[config.mk]
export PLATFORM = sky130hd
export DESIGN_NAME = plat_land_scan_flat
export DESIGN_NICKNAME = d
export VERILOG_FILES = /design/src/rtl/plat_land_scan_pkg.sv /design/src/rtl/plat_land_scan_if.sv /design/src/rtl/plat_land_scan_plat_hit_check.sv /design/src/rtl/plat_land_scan.sv /design/src/flat_wrapper.sv
export SDC_FILE = /design/constraint.sdc
export NUM_CORES = 1
export LEC_CHECK = 0
export ABC_CLOCK_PERIOD_IN_PS = 13500
export BUFFER_PORTS_ARGS = -buffer_cell sky130_fd_sc_hd__buf_2
export CORE_MARGIN = 3
export CORE_UTILIZATION = 54
export DETAILED_ROUTE_END_ITERATION = 8
export PLACE_DENSITY = 0.88
export SYNTH_ARGS = -nofsm -noshare
export SYNTH_HDL_FRONTEND = slang
export SYNTH_SLANG_ARGS = --single-unit
[constraint.sdc]
create_clock -name sys_clk -period 13.5 [get_ports sys_clk]
set_input_delay 2.7 -clock sys_clk [delete_from_list [all_inputs] [get_ports sys_clk]]
set_output_delay 2.7 -clock sys_clk [all_outputs]
set_load 0.01 [all_outputs]
[src/rtl/plat_land_scan_pkg.sv]
// Shared constants, FSM encoding and platform-table slice helpers for the
// platform landing scanner.
package plat_land_scan_pkg;

  localparam int PLATFORM_NUM_PER_BLOCK = 7;
  localparam int PHY_WIDTH              = 16;
  localparam int BLOCK_LEN_WIDTH        = 4;
  localparam int PLAT_UNIT_SHIFT        = 3;
  localparam int CHAR_WIDTH             = 16;
  localparam int IDX_WIDTH              = 3;

  // Widths of the packed per-block platform tables.
  localparam int PLAT_XY_BUS_W  = PLATFORM_NUM_PER_BLOCK * PHY_WIDTH;
  localparam int PLAT_LEN_BUS_W = PLATFORM_NUM_PER_BLOCK * BLOCK_LEN_WIDTH;

  // Index of the final platform in a scan.
  localparam logic [IDX_WIDTH-1:0] LAST_IDX = IDX_WIDTH'(PLATFORM_NUM_PER_BLOCK - 1);

  typedef enum logic [1:0] {
    ST_IDLE = 2'd0,
    ST_SCAN = 2'd1,
    ST_DONE = 2'd2
  } scan_state_e;

  // Pull one x or y coordinate out of a packed platform table.
  function automatic logic [PHY_WIDTH-1:0] plat_coord(
    input logic [PLAT_XY_BUS_W-1:0] bus,
    input logic [IDX_WIDTH-1:0]     idx
  );
    return bus[int'(idx) * PHY_WIDTH +: PHY_WIDTH];
  endfunction

  // Pull one length (in tiles) out of the packed length table.
  function automatic logic [BLOCK_LEN_WIDTH-1:0] plat_len_at(
    input logic [PLAT_LEN_BUS_W-1:0] bus,
    input logic [IDX_WIDTH-1:0]      idx
  );
    return bus[int'(idx) * BLOCK_LEN_WIDTH +: BLOCK_LEN_WIDTH];
  endfunction

endpackage

[src/rtl/plat_land_scan_if.sv]
// Request/result bundle between the physics stage (master) and the landing
// scanner (slave), including the block generator's platform tables.
interface plat_land_scan_if;
  import plat_land_scan_pkg::*;

  logic                              start;
  logic [PHY_WIDTH-1:0]              char_x;
  logic [PHY_WIDTH:0]                prev_y;
  logic [PHY_WIDTH:0]                next_y;
  logic [PLAT_XY_BUS_W-1:0]          plat_relative_x;
  logic [PLAT_XY_BUS_W-1:0]          plat_relative_y;
  logic [PLAT_LEN_BUS_W-1:0]         plat_len;
  logic                              block_switch;
  logic                              busy;
  logic                              done;
  logic                              landed;
  logic [IDX_WIDTH-1:0]              land_idx;
  logic [PHY_WIDTH:0]                land_y;

  modport master (
    output start, char_x, prev_y, next_y,
    output plat_relative_x, plat_relative_y, plat_len, block_switch,
    input  busy, done, landed, land_idx, land_y
  );

  modport slave (
    input  start, char_x, prev_y, next_y,
    input  plat_relative_x, plat_relative_y, plat_len, block_switch,
    output busy, done, landed, land_idx, land_y
  );

endinterface

[src/rtl/plat_land_scan_plat_hit_check.sv]
// Single-platform landing test: does the character's downward sweep cross the
// platform's top surface while horizontally overlapping it?
module plat_hit_check
  import plat_land_scan_pkg::*;
(
  input  logic [PHY_WIDTH-1:0]       px,
  input  logic [PHY_WIDTH-1:0]       py,
  input  logic [BLOCK_LEN_WIDTH-1:0] len,
  input  logic [PHY_WIDTH-1:0]       char_x,
  input  logic [PHY_WIDTH:0]         prev_y,
  input  logic [PHY_WIDTH:0]         next_y,
  output logic                       hit
);

  localparam int CW = PHY_WIDTH + 2;
  localparam int PW = BLOCK_LEN_WIDTH + PLAT_UNIT_SHIFT;

  logic signed [CW-1:0] prev_s;
  logic signed [CW-1:0] next_s;
  logic signed [CW-1:0] py_s;
  logic signed [CW-1:0] px_s;
  logic signed [CW-1:0] char_l_s;
  logic signed [CW-1:0] char_r_s;
  logic signed [CW-1:0] plat_r_s;
  logic [PW-1:0]        pw_s;

  // Widen everything to one signed compare width so no sum can wrap.
  always_comb begin
    pw_s     = {len, {PLAT_UNIT_SHIFT{1'b0}}};
    prev_s   = $signed({prev_y[PHY_WIDTH], prev_y});
    next_s   = $signed({next_y[PHY_WIDTH], next_y});
    py_s     = $signed({2'b00, py});
    px_s     = $signed({2'b00, px});
    char_l_s = $signed({2'b00, char_x});
    char_r_s = char_l_s + $signed(CW'(CHAR_WIDTH));
    plat_r_s = px_s + $signed({{(CW-PW){1'b0}}, pw_s});
    // A zero-length platform has no surface, so it must never be landed on.
    hit = (len != {BLOCK_LEN_WIDTH{1'b0}}) &&
          (next_s < prev_s) &&
          (prev_s >= py_s) &&
          (next_s <= py_s) &&
          (char_r_s > px_s) &&
          (char_l_s < plat_r_s);
  end

endmodule

[src/rtl/plat_land_scan.sv]
// Per-tick landing scanner: walks the current block's platforms one per cycle
// and reports the highest platform the character's fall crosses.
module plat_land_scan
  import plat_land_scan_pkg::*;
(
  input  logic              sys_clk,
  input  logic              sys_rst,
  plat_land_scan_if.slave   bus
);

  scan_state_e              state_r, state_next_s;
  logic [IDX_WIDTH-1:0]     idx_r, idx_next_s;
  logic                     latch_s;

  logic [PHY_WIDTH-1:0]     char_x_r;
  logic [PHY_WIDTH:0]       prev_y_r;
  logic [PHY_WIDTH:0]       next_y_r;

  logic                     best_valid_r, best_valid_next_s;
  logic [IDX_WIDTH-1:0]     best_idx_r, best_idx_next_s;
  logic [PHY_WIDTH-1:0]     best_py_r, best_py_next_s;

  logic [PHY_WIDTH-1:0]       px_s;
  logic [PHY_WIDTH-1:0]       py_s;
  logic [BLOCK_LEN_WIDTH-1:0] len_s;
  logic                       hit_s;

  logic                     busy_r;
  logic                     done_r;
  logic                     landed_r;
  logic [IDX_WIDTH-1:0]     land_idx_r;
  logic [PHY_WIDTH:0]       land_y_r;

  assign bus.busy     = busy_r;
  assign bus.done     = done_r;
  assign bus.landed   = landed_r;
  assign bus.land_idx = land_idx_r;
  assign bus.land_y   = land_y_r;

  // Select the platform under test straight from the live tables.
  always_comb begin
    px_s  = plat_coord(bus.plat_relative_x, idx_r);
    py_s  = plat_coord(bus.plat_relative_y, idx_r);
    len_s = plat_len_at(bus.plat_len, idx_r);
  end

  plat_hit_check u_hit (
    .px     (px_s),
    .py     (py_s),
    .len    (len_s),
    .char_x (char_x_r),
    .prev_y (prev_y_r),
    .next_y (next_y_r),
    .hit    (hit_s)
  );

  // FSM state, scan index and best-hit register.
  always_ff @(posedge sys_clk) begin
    if (sys_rst) begin
      state_r      <= ST_IDLE;
      idx_r        <= {IDX_WIDTH{1'b0}};
      best_valid_r <= 1'b0;
      best_idx_r   <= {IDX_WIDTH{1'b0}};
      best_py_r    <= {PHY_WIDTH{1'b0}};
    end else begin
      state_r      <= state_next_s;
      idx_r        <= idx_next_s;
      best_valid_r <= best_valid_next_s;
      best_idx_r   <= best_idx_next_s;
      best_py_r    <= best_py_next_s;
    end
  end

  // Next state, index stepping and highest-platform arbitration.
  always_comb begin
    state_next_s      = state_r;
    idx_next_s        = idx_r;
    latch_s           = 1'b0;
    best_valid_next_s = best_valid_r;
    best_idx_next_s   = best_idx_r;
    best_py_next_s    = best_py_r;
    case (state_r)
      ST_IDLE: begin
        if (bus.start) begin
          state_next_s      = ST_SCAN;
          idx_next_s        = {IDX_WIDTH{1'b0}};
          latch_s           = 1'b1;
          best_valid_next_s = 1'b0;
          best_idx_next_s   = {IDX_WIDTH{1'b0}};
          best_py_next_s    = {PHY_WIDTH{1'b0}};
        end else begin
          state_next_s = ST_IDLE;
        end
      end
      ST_SCAN: begin
        if (bus.block_switch) begin
          // New tables: anything found so far belongs to the old block.
          idx_next_s        = {IDX_WIDTH{1'b0}};
          best_valid_next_s = 1'b0;
          best_idx_next_s   = {IDX_WIDTH{1'b0}};
          best_py_next_s    = {PHY_WIDTH{1'b0}};
        end else begin
          // Strict compare keeps the lower index on equal heights.
          if (hit_s && (!best_valid_r || (py_s > best_py_r))) begin
            best_valid_next_s = 1'b1;
            best_idx_next_s   = idx_r;
            best_py_next_s    = py_s;
          end else begin
            best_valid_next_s = best_valid_r;
          end
          if (idx_r == LAST_IDX) begin
            state_next_s = ST_DONE;
            idx_next_s   = {IDX_WIDTH{1'b0}};
          end else begin
            idx_next_s = idx_r + {{(IDX_WIDTH-1){1'b0}}, 1'b1};
          end
        end
      end
      ST_DONE: begin
        state_next_s = ST_IDLE;
      end
      default: begin
        state_next_s      = ST_IDLE;
        idx_next_s        = {IDX_WIDTH{1'b0}};
        best_valid_next_s = 1'b0;
        best_idx_next_s   = {IDX_WIDTH{1'b0}};
        best_py_next_s    = {PHY_WIDTH{1'b0}};
      end
    endcase
  end

  // Capture the character's sweep so the tick's inputs may change mid-scan.
  always_ff @(posedge sys_clk) begin
    if (sys_rst) begin
      char_x_r <= {PHY_WIDTH{1'b0}};
      prev_y_r <= {(PHY_WIDTH+1){1'b0}};
      next_y_r <= {(PHY_WIDTH+1){1'b0}};
    end else if (latch_s) begin
      char_x_r <= bus.char_x;
      prev_y_r <= bus.prev_y;
      next_y_r <= bus.next_y;
    end
  end

  // Registered status and result; the result is held until the next done.
  always_ff @(posedge sys_clk) begin
    if (sys_rst) begin
      busy_r     <= 1'b0;
      done_r     <= 1'b0;
      landed_r   <= 1'b0;
      land_idx_r <= {IDX_WIDTH{1'b0}};
      land_y_r   <= {(PHY_WIDTH+1){1'b0}};
    end else begin
      busy_r <= (state_next_s == ST_SCAN);
      done_r <= (state_next_s == ST_DONE);
      if ((state_r == ST_SCAN) && (state_next_s == ST_DONE)) begin
        landed_r   <= best_valid_next_s;
        land_idx_r <= best_valid_next_s ? best_idx_next_s : {IDX_WIDTH{1'b0}};
        land_y_r   <= best_valid_next_s ? {1'b0, best_py_next_s} : {(PHY_WIDTH+1){1'b0}};
      end
    end
  end

endmodule

[src/flat_wrapper.sv]
// flat-port wrapper written by rule: the top's interface ports become plain ports
module plat_land_scan_flat import plat_land_scan_pkg::*;
  (sys_clk, sys_rst, bus_start, bus_char_x, bus_prev_y, bus_next_y, bus_plat_relative_x, bus_plat_relative_y, bus_plat_len, bus_block_switch, bus_busy, bus_done, bus_landed, bus_land_idx, bus_land_y);
  plat_land_scan_if bus_i ();
  input  logic sys_clk;
  input  logic sys_rst;
  input wire logic [$bits(bus_i.start)-1:0] bus_start;
  input wire logic [$bits(bus_i.char_x)-1:0] bus_char_x;
  input wire logic [$bits(bus_i.prev_y)-1:0] bus_prev_y;
  input wire logic [$bits(bus_i.next_y)-1:0] bus_next_y;
  input wire logic [$bits(bus_i.plat_relative_x)-1:0] bus_plat_relative_x;
  input wire logic [$bits(bus_i.plat_relative_y)-1:0] bus_plat_relative_y;
  input wire logic [$bits(bus_i.plat_len)-1:0] bus_plat_len;
  input wire logic [$bits(bus_i.block_switch)-1:0] bus_block_switch;
  output wire logic [$bits(bus_i.busy)-1:0] bus_busy;
  output wire logic [$bits(bus_i.done)-1:0] bus_done;
  output wire logic [$bits(bus_i.landed)-1:0] bus_landed;
  output wire logic [$bits(bus_i.land_idx)-1:0] bus_land_idx;
  output wire logic [$bits(bus_i.land_y)-1:0] bus_land_y;
  assign bus_i.start = bus_start;
  assign bus_i.char_x = bus_char_x;
  assign bus_i.prev_y = bus_prev_y;
  assign bus_i.next_y = bus_next_y;
  assign bus_i.plat_relative_x = bus_plat_relative_x;
  assign bus_i.plat_relative_y = bus_plat_relative_y;
  assign bus_i.plat_len = bus_plat_len;
  assign bus_i.block_switch = bus_block_switch;
  assign bus_busy = bus_i.busy;
  assign bus_done = bus_i.done;
  assign bus_landed = bus_i.landed;
  assign bus_land_idx = bus_i.land_idx;
  assign bus_land_y = bus_i.land_y;
  plat_land_scan u_core (.sys_clk(sys_clk), .sys_rst(sys_rst), .bus(bus_i));
endmodule
==> impl_metrics.yaml <==
status:
  status: "completed"
worst_hold_path:
  hold_class: "flip-flop to flip-flop"
  hp-start: "u_core.char_x_r[0]"
route:
  drt-total-wl_um: 28700
  drc: 0
  vias_per_cell: 6.00
  drt_iter0_markers: 836
  post_drt_wl_per_cell_um: 19.3
  ant_nets: 0
  vias: 8925
  first_pass_iters: 6
final_layout:
  final_nets: 1700
  drive_gt1_frac: 0.312
  area_growth_pct: 24.1
  final_cells: 1488
  final_area_um2: 10200
placement:
  dp.cells: 1468
  port_buffers: 327
  preCtsSetupSlack_ns: 5.32
  placed_cell_area_um2: 9910
  dp_hpwl_um: 23500
  place.gp.congestion: 0.979
global_route:
  grt_pass1_vias: 8332
  grt.overflow.total: 0
  grtUsageTotal: 0.324
  grt_pass1_wl_um: 42500
  antenna_found_initial: 4
  grt_max_degree: 68
logic_synthesis:
  synth_warnings: 0
  synthesis.area_um2: 8240
  ys_seq_area_frac: 0.236
  synth_top_cell_area_share: 0.236
  syn_inst: 1004
  syn-num-nets: 1409
  synth_edf_count: 0
  synth_ff_type: "dfxtp_1"
  avgSynthCellArea_um2: 8.21
  synth-seq-cells: 97
  synth_cell_types: 63
  synth_top_area_cell: "dfxtp_1"
  synthArstFlopShare: 0
  synth.area.top_cells: "dfxtp_1 24%, ha_1 15%, mux4_2 7.9%"
floorplanning:
  initial_core_util: 0.559
  row_count: 44
  coreArea_um2: 14800
  ios: 329
  dieArea_um2: 16800
  fp.dieW_um: 130
  fp.dieH_um: 130
critical_path:
  critPathLaunchType: "input port"
  crit_path_max_fanout: 20
  crit_path_cell_trace: "buf_2 -> mux2_2 -> a221oi_1 -> a221oi_1 -> ha_1 -> fa_1 -> a21o_1 -> a21oi_1 -> nor3_1 -> nand2_1 -> or2_2 -> nand2_1 -> ha_1 -> nand4_1 -> a21oi_1 -> a2111oi_0 -> o211ai_1 -> a211oi_2 -> and3_1 -> nor2b_1 -> a221o_1"
  reg2reg_from: "u_core.idx_r[0]"
  max_stage_delay_ns: 0.78
  cp-end-kind: "flip-flop"
  cp.arrival_ns: 8.20
  crit_type: "input port to flip-flop"
  setup.worst_path.start: "bus_plat_len[24]"
  crit_slowest_cell: "nor2b_1"
  required_ns: 13.80
clock_network:
  cts_tree: "built"
  clock_path_buffers: 2
  cts_setup_buffers: 0
  cts_buffers: 9
  clk_latency_ns: 0.36
  cts_resized: 0
  htree_levels: 3
  cts.clk_slew.worst_paths_ns: 0.08
  root_buffer: "clkbuf_16"
  hold_buffers: 0
  cts_sinks: 97
sta:
  worst_pin_slew_ns: 1.08
  relSlewSlack: 0.279
  hold_viol_final: 0
  fin_ws_ns: 5.60
  period_share: 0.586
  fin_crit_ns: 7.90
  finalMaxSlewViolations: 0
  fin_skew_ns: 0.0144
  rsz0062_at_grt: "false"
  finalSetupViolCount: 0
  fin_setup_tns_ns: 0
  fmax_mhz: 127
flow_run:
  max_cap_violations: 0
power_and_ir_drop:
  power_leakage_nw: 4.75
  power_density_nw_per_um2: 77.1
  peakVddDrop_mv: 0.0810
[where the power goes]
part | switching, mW | leakage [nW] | total [mW] | internal (mW)
sequential | 0.0150 | 0.791 | 0.310 | 0.295
combinational | 0.115 | 3.81 | 0.217 | 0.103
clock | 0.129 | 0.150 | 0.261 | 0.133
total | 0.258 | 4.75 | 0.788 | 0.530
[cell usage in the layout, fill, tap and decap left out, types with 21 or more instances in the layout]
master / n
a21oi_1: 111
dfxtp_1: 95
ha_1: 98
buf_2: 327
mux4_2: 29
a22oi_1: 21
inv_1: 75
nand2_1: 140
nor2_1: 72
mux2i_1: 39
a221o_1: 22
o21ai_0: 41
[worst max-delay path: cells and delay by family]
| kind | cells | cell delay, ns |
|---|---|---|
| AO/OA/AOI/OAI | 9 | 2.14 |
| adder cells (fa/ha/maj) | 3 | 0.99 |
| buffers and inverters | 1 | 0.10 |
| multiplexers | 1 | 0.26 |
| AND/OR/NAND/NOR | 7 | 2.00 |
[synth_stat cells, types with 6 or more instances]
library cell	count
nand2_1	140
a21oi_1	111
ha_1	98
dfxtp_1	97
inv_1	75
nor2_1	72
o21ai_0	41
mux2i_1	39
clkbuf_1	34
mux4_2	29
a221o_1	22
a22oi_1	21
nand3_1	20
nand4_1	20
a21o_1	18
and2_1	15
mux2_2	13
xnor2_1	11
a221oi_1	10
a211oi_1	9
buf_2	9
xor2_1	9
a2111oi_0	7
buf_1	7
nor2b_1	7
nor3_1	6
[cell families (layout without fill, tap and decap cells)]
family	count (synthesis)	in the layout	synth area share
other	1	5	0.000455
DFF	97	97	0.236
adders and majority gates	99	99	0.151
and+or+nand+nor	307	307	0.170
muxes	81	81	0.144
xor gates and xnor gates	20	20	0.0213
AOI/OAI and AO/OA	268	268	0.209
buffers and inverters	131	427	0.0677
[sequential cells by signal (all words and copies together) (netlist names)]
signal and flops:
u_core.bus.landed 1, u_core.best_idx_r 3, u_core.bus.land_idx 3, u_core.idx_r 3, u_core.bus.busy 1, u_core.best_valid_r 1
u_core.prev_y_r 17, u_core.bus.land_y 16, u_core.char_x_r 16, u_core.bus.done 1, u_core.next_y_r 17, u_core.state_r 2
u_core.best_py_r 16
[metrics by stage]
step,hold slack [ns],utilization,power [mW]
after floorplan,0.426,-,0.441
after global placement,0.444,0.672,0.521
after detailed placement,0.450,0.672,0.528
after CTS,0.465,0.693,0.786
after global routing,0.477,0.693,0.826
final,0.460,0.693,0.788
[final cells by class]
type / instances / area, um^2
Timing Repair Buffer: 336 / 1700
Sequential cell: 97 / 1950
Antenna cell: 4 / 10.0
Inverter: 75 / 282
Multi-Input combinational cell: 776 / 5750
Clock buffer: 9 / 225
Fill cell: 1229 / 4520
Tap cell: 184 / 230
Clock inverter: 7 / 81.3
[metal layers]
layer / vias to the layer above / GRT usage / share of wire
met5: - / 0 / 0
met4: 0 / 0.136 / 0.036
met3: 74 / 0.0688 / 0.093
met2: 453 / 0.534 / 0.48
met1: 4164 / 0.412 / 0.39
li1: 4234 / - / -
[final timing paths]
check / end / slack, ns / cells past startpoint
hold / removal: u_core.char_x_r[0] / 0.46 / 2
setup reg to reg: u_core.bus.land_y[11] / 6.39 / 18
setup / recovery: u_core.bus.land_y[11] / 5.60 / 21
hold reg to reg: u_core.char_x_r[0] / 0.46 / 2
Note: power is estimated with default switching activity, not from simulation.
